--- config.mk ---
export PLATFORM = sky130hd
export DESIGN_NAME = inst_mem_loader
export DESIGN_NICKNAME = d
export VERILOG_FILES = /design/src/rtl/inst_mem_loader.sv
export SDC_FILE = /design/constraint.sdc
export NUM_CORES = 1
export LEC_CHECK = 0
export CORE_MARGIN = 5
export CORE_UTILIZATION = 37
export CTS_CLUSTER_DIAMETER = 120
export DETAILED_ROUTE_END_ITERATION = 10
export PLACE_DENSITY_LB_ADDON = 0.3
export SLEW_MARGIN = 10
export SYNTH_ARGS = -nofsm -noshare
export SYNTH_HDL_FRONTEND = slang
export SYNTH_SLANG_ARGS = --single-unit
--- constraint.sdc ---
create_clock -name clk -period 2 [get_ports clk]
set_input_delay 0.4 -clock clk [delete_from_list [all_inputs] [get_ports clk]]
set_output_delay 0.4 -clock clk [all_outputs]
set_load 0.02 [all_outputs]
--- src/rtl/inst_mem_loader.sv ---
// inst_mem_loader: boot-time writer for the S-Machine instruction store.
// Framed byte stream in, big-endian 16-bit words out, CPU held until checksum.
module inst_mem_loader #(
    parameter int ADDR_W = 8
) (
    input  logic              clk,
    input  logic              rst_n,
    input  logic              start,
    input  logic [7:0]        rx_data,
    input  logic              rx_valid,
    output logic              rx_ready,
    output logic              mem_we,
    output logic [ADDR_W-1:0] mem_addr,
    output logic [15:0]       mem_wdata,
    output logic              cpu_hold,
    output logic              busy,
    output logic              done,
    output logic              err
);

    // LEN = 0 means a full store, but LEN stays an 8-bit field.
    localparam int FULL_CNT = (ADDR_W >= 8) ? 256 : (1 << ADDR_W);
    localparam logic [8:0] FULL_CNT_V = 9'(FULL_CNT);

    typedef enum logic [2:0] {
        S_IDLE,
        S_LEN,
        S_HI,
        S_LO,
        S_CSUM
    } state_t;

    state_t            state_q, state_d;
    logic [8:0]        cnt_q, cnt_d;
    logic [7:0]        acc_q, acc_d;
    logic [7:0]        hi_q, hi_d;
    logic [ADDR_W-1:0] idx_q, idx_d;
    logic              we_q, we_d;
    logic [ADDR_W-1:0] addr_q, addr_d;
    logic [15:0]       wdata_q, wdata_d;
    logic              hold_q, hold_d;
    logic              done_q, done_d;
    logic              err_q, err_d;
    logic              accept;

    assign rx_ready  = (state_q != S_IDLE);
    assign busy      = (state_q != S_IDLE);
    assign accept    = rx_valid && rx_ready;
    assign mem_we    = we_q;
    assign mem_addr  = addr_q;
    assign mem_wdata = wdata_q;
    assign cpu_hold  = hold_q;
    assign done      = done_q;
    assign err       = err_q;

    // Register bank, synchronous active-low reset.
    always_ff @(posedge clk) begin
        if (!rst_n) begin
            state_q <= S_IDLE;
            cnt_q   <= '0;
            acc_q   <= '0;
            hi_q    <= '0;
            idx_q   <= '0;
            we_q    <= 1'b0;
            addr_q  <= '0;
            wdata_q <= '0;
            hold_q  <= 1'b1;
            done_q  <= 1'b0;
            err_q   <= 1'b0;
        end else begin
            state_q <= state_d;
            cnt_q   <= cnt_d;
            acc_q   <= acc_d;
            hi_q    <= hi_d;
            idx_q   <= idx_d;
            we_q    <= we_d;
            addr_q  <= addr_d;
            wdata_q <= wdata_d;
            hold_q  <= hold_d;
            done_q  <= done_d;
            err_q   <= err_d;
        end
    end

    // Frame parser: next state, write strobe and completion flags.
    always_comb begin
        state_d = state_q;
        cnt_d   = cnt_q;
        acc_d   = acc_q;
        hi_d    = hi_q;
        idx_d   = idx_q;
        we_d    = 1'b0;
        addr_d  = addr_q;
        wdata_d = wdata_q;
        hold_d  = hold_q;
        done_d  = 1'b0;
        err_d   = err_q;
        unique case (state_q)
            S_IDLE: begin
                if (start) begin
                    state_d = S_LEN;
                    err_d   = 1'b0;
                    idx_d   = '0;
                    cnt_d   = '0;
                    acc_d   = '0;
                    hold_d  = 1'b1;
                end
            end
            S_LEN: begin
                if (accept) begin
                    cnt_d   = (rx_data == 8'd0) ? FULL_CNT_V
                                                : {1'b0, rx_data};
                    acc_d   = rx_data;
                    state_d = S_HI;
                end
            end
            S_HI: begin
                if (accept) begin
                    hi_d    = rx_data;
                    acc_d   = acc_q ^ rx_data;
                    state_d = S_LO;
                end
            end
            S_LO: begin
                if (accept) begin
                    we_d    = 1'b1;
                    addr_d  = idx_q;
                    wdata_d = {hi_q, rx_data};
                    idx_d   = idx_q + 1'b1;
                    cnt_d   = cnt_q - 9'd1;
                    acc_d   = acc_q ^ rx_data;
                    state_d = (cnt_q == 9'd1) ? S_CSUM : S_HI;
                end
            end
            S_CSUM: begin
                if (accept) begin
                    done_d  = 1'b1;
                    err_d   = (rx_data != acc_q);
                    hold_d  = (rx_data != acc_q);
                    state_d = S_IDLE;
                end
            end
            default: state_d = S_IDLE;
        endcase
    end

endmodule
-- After elaboration in Yosys (flattened, before gate mapping)
Index checks and enable logic that the tools add are counted.
- word-level logic and storage cells: 68
- register bits after elaboration: 64
- multiplexer cells: 24
- bitwise gates (word level): 1
- equality and inequality tests: 12
- $add $sub $neg: 2
- reductions and logical operators: 18
- operators with widths (operator ; count):
    two-way mux 9 bit ; 4
    two-way mux 8 bit ; 4
    case mux 9 bit (3 select lines) ; 1
    case mux 8 bit (3 select lines) ; 1
    two-way mux 3 bit ; 6
    case mux 8 bit (2 select lines) ; 1
    case mux 3 bit (5 select lines) ; 1
    != test 2 bit, second input constant ; 5
    equality test 9 x 1 -> 1 bit, second input constant ; 1
    nonzero test 3 bit ; 3
    subtractor 9 x 1 -> 9 bit, second input constant ; 1
    adder 8 x 1 -> 8 bit, second input constant ; 1
    logical NOT 8 bit ; 1
    != test 8 bit ; 1
    AND reduction 2 bit ; 4
    AND reduction 4 bit ; 2
    bitwise XOR 8 bit ; 1
    equality test 3 x 2 -> 1 bit, second input constant ; 2
    AND reduction 3 bit ; 2
    AND reduction 5 bit ; 1
    two-way mux 1 bit ; 4
    case mux 1 bit (2 select lines) ; 2
    nonzero test 2 bit ; 2
    equality test 3 x 1 -> 1 bit, second input constant ; 1
    5 further kinds ; 5

-- Longest topological paths before layout
- word-level depth: 4
- gate-level depth with buffers: 7
- depth with buffers taken out: 6

-- Worst setup path after synthesis
No wires, ideal clock.
- path kind: reg2reg
- from: register state_q[2]
- to: register idx_q[7]
- stages on the path, launching flop included: 7
- data required time: 1884 ps
- slack: 254 ps
- arrival: 1630 ps
- cells stage by stage: dfxtp_1 -> clkbuf_8 -> nor4b_1 -> nand2b_1 -> clkbuf_1 -> nor2_1 -> a31o_2
- word-level cells in the longest chain between the ends: 4
- RTL lines (element ; line ; RTL):
    start: declaration ; 33 ; state_t state_q, state_d;
    start signal: assignment ; 71 ; state_q <= state_d;
    nonzero test 3 bit ; 46 ; assign rx_ready = (state_q != S_IDLE);
    logical AND 1 bit ; 48 ; assign accept = rx_valid && rx_ready;
    != test 2 bit (no source line) ; n/a ;
    AND reduction 3 bit (no source line) ; n/a ;
    end signal: assignment ; 75 ; idx_q <= idx_d;
    end: declaration ; 37 ; logic [ADDR_W-1:0] idx_q, idx_d;
Several ways; a longest one is shown, not always the timed one.
A chain may end at the register's enable or synchronous reset.

-- Final worst setup path
- from: input port start
- to: register idx_q[1]
- word-level cells in the longest chain between the ends: 2
- RTL lines (element ; line ; RTL):
    start: declaration ; 8 ; input logic start,
    != test 2 bit (no source line) ; n/a ;
    AND reduction 3 bit (no source line) ; n/a ;
Every way passes these cells.

==> flow_metrics.py <==
metrics = {
    "drt": {
        "first_iter_violations": 135,
        "wl_um": 7620,
        "vias": 2788,
        "antenna_left": 0,
        "avgViaCountPerCell": 5.14,
        "dr.pass1.iters": 4,
        "drc_errors": 0,
        "wl_per_cell_um": 14.1,
    },
    "setup_path": {
        "critical_path_class": "input pin to flip-flop",
        "cp-end-kind": "flip-flop",
        "crit_chain": "clkdlybuf4s50_1 -> or3b_1 -> a21oi_1 -> buf_4 -> mux2i_1 -> nor2_1",
        "crit_buf_inv": 2,
        "start_kind": "input pin",
        "crit_slowest_cell": "clkdlybuf4s50_1",
        "slowest_delay_ns": 0.51,
        "cp.depth": 6,
        "r2r_cells": 4,
        "r2r_slack_ns": 0.13,
        "cp.required_ns": 2.24,
        "worstPathArrival_ns": 2.11,
        "crit_family": "buffers and inverters",
        "cp_max_fo": 7,
    },
    "status": {
        "outcome": "finished, final reports clean",
    },
    "global_routing": {
        "overflow": 0,
        "grt_max_degree": 27,
        "antenna_found_initial": 0,
        "grtUsageTotal_pct": 15.8,
        "grt_pass1_vias": 2659,
        "grt_pass1_wl_um": 12800,
    },
    "sta": {
        "worst_slack_ns": 0.128,
        "finalSetupViolCount": 0,
        "clock.fmax_mhz": 534,
        "rsz0062_at_grt": "no",
        "period_share_pct": 93.6,
        "slew_headroom_pct": 77.0,
        "slew_violations": 0,
        "hold_viol_final": 0,
        "skew_ns": 0.00702,
        "worst_pin_slew_ns": 0.336,
        "period_minus_slack_ns": 1.87,
    },
    "clocking": {
        "clk_pin_slew_worst_paths_ns": 0.07,
        "post_cts_buffers": 0,
        "cts_tree": "done",
        "ctsResizeCount": 2,
        "htree_levels": 3,
        "worstSkewPairLatency_ns": 0.34,
        "clkSinkCount": 64,
        "cts_buffers": 9,
        "root_buffer": "clkbuf_8",
        "cts_hold_buffers": 0,
        "clockBufferDepth": 2,
    },
    "min_path": {
        "hold_class": "flip-flop to flip-flop",
        "min_path_cells": 2,
    },
    "finish": {
        "antenna_cells": 0,
        "areaGrowthSynthToFinish_pct": 27.4,
        "nets": 447,
        "layout-drive-gt1-share_pct": 15.6,
        "nFillCells": 801,
    },
    "floorplanning": {
        "dieArea_um2": 10100,
        "io_pins": 42,
        "dieWidth_um": 101,
        "core_area_um2": 8130,
        "rows": 33,
        "initial_utilization_pct": 37.5,
        "die_height_um": 101,
    },
    "pwr": {
        "p_leak_uw": 0.00133,
        "p_per_area_nw_per_um2": 711,
        "report.power.total_uw": 2760,
        "ir_worst_vdd_mv": 0.343,
    },
    "synth": {
        "yosys_warnings": 0,
        "ys_seq_area_share_pct": 42.1,
        "synth_cells": 374,
        "ys.flop_type": "dfxtp_1",
        "ys_types": 57,
        "synth_top_area_share_pct": 42.1,
        "syn_avg_cell_area_um2": 8.15,
        "synth_edf_count": 0,
        "syn_nets": 389,
        "async_flop_share_pct": 0,
        "ys_top_cells_by_count": "nand2_1, dfxtp_1, a21oi_1",
        "synth_seq_cells": 64,
        "syn_area_um2": 3050,
        "synthTopCellsByArea": "dfxtp_1, nand2_1, a21oi_1",
        "synth_top_cell_by_area": "dfxtp_1",
        "synth_most_common_cell": "nand2_1",
    },
    "placement": {
        "port_buffers": 41,
        "place_congestion": 0.879,
        "place_ws_ns": -0.194,
        "dp_hpwl_um": 5490,
    },
    "flow_run": {
        "max_cap_viol_count": 0,
    },
}
-- layout make-up --
class                      instances  area, µm²  share of cell area [%]
multi-input combinational        270       1540                    39.7
clock buffer                      11        141                    3.64
clock inverter                     5       32.5                   0.838
inverter                           7       26.3                   0.677
tap                              105        131                    3.38
sequential                        64       1280                    33.0
timing repair buffer              80        726                    18.7
-- power by group --
group	total (µW)	leakage (µW)	internal [µW]	switching, µW
logic	437	0.000734	197	240
registers	1340	0.000517	1300	31.7
clock network	985	0.0000813	479	506
total	2760	0.00133	1980	778
-- cells in the final DEF (no fill, tap or decap), types with 3 or more instances in the layout --
cell type,n
nand2_1,77
dfxtp_1,64
clkdlybuf4s50_1,39
a21oi_1,38
buf_4,37
nor2_1,23
o21ai_0,20
clkbuf_8,10
nand4_1,9
a211oi_1,9
xnor2_1,9
o21a_1,8
nand3_1,8
inv_1,6
nor4_1,6
xor2_1,6
nand2b_1,4
nor3_1,4
or4_1,3
ha_1,3
clkinvlp_4,3
-- sequential cells by signal, indices dropped and copies added, names as in the netlist --
name,flops
acc_q,8
mem_addr,8
idx_q,8
cpu_hold,1
done,1
err,1
hi_q,8
mem_we,1
state_q,3
mem_wdata,16
cnt_q,9
-- worst reg2reg max path: cells and delay by family, from the launching register on --
kind               cells  cell delay, ns
AOI/OAI and AO/OA      1            0.24
and+or+nand+nor        3            1.21
DFF                    1            0.35
-- layer usage --
layer	vias to the layer above	routed length (µm)	global-route usage, %
li1	1423	-	-
met1	1304	3600	20.7
met2	50	3560	25.5
met3	11	333	3.53
met4	0	125	5.91
met5	-	0	0
-- kinds of logic (layout without fill, tap and decap cells) --
family / count (synthesis) / in the layout / synth area share, %
and+or+nand+nor: 153 / 153 / 24.2
AOI/OAI and AO/OA: 97 / 97 / 20.2
DFF: 64 / 64 / 42.1
buffers and inverters: 40 / 103 / 7.31
xor gates and xnor gates: 15 / 15 / 4.31
adders and majority gates: 3 / 3 / 1.23
muxes: 2 / 2 / 0.657
-- path summary, 6_finish.rpt --
check	from	endpoint
setup / recovery	start	idx_q[1]$_SDFFE_PN0P_
setup reg to reg	cnt_q[3]$_SDFFE_PN0P_	state_q[2]$_SDFFE_PN0P_
hold reg to reg	mem_wdata[9]$_SDFFE_PN0P_	mem_wdata[9]$_SDFFE_PN0P_
hold / removal	mem_wdata[9]$_SDFFE_PN0P_	mem_wdata[9]$_SDFFE_PN0P_
-- metrics by stage --
stage / TNS [ns] / std cells / hold WS [ns] / util, % / cell area (µm²)
2_1_floorplan: 0 / 374 / 0.430 / - / 3050
3_3_place_gp: -1.68 / 526 / 0.444 / 45.6 / 3710
3_5_place_dp: -2.25 / 526 / 0.448 / 45.6 / 3710
4_1_cts: 0 / 542 / 0.457 / 47.7 / 3880
5_1_grt: 0 / 542 / 0.475 / 47.7 / 3880
6_report: 0 / 542 / 0.451 / 47.7 / 3880
Note: power is estimated with default switching activity, not from simulation.
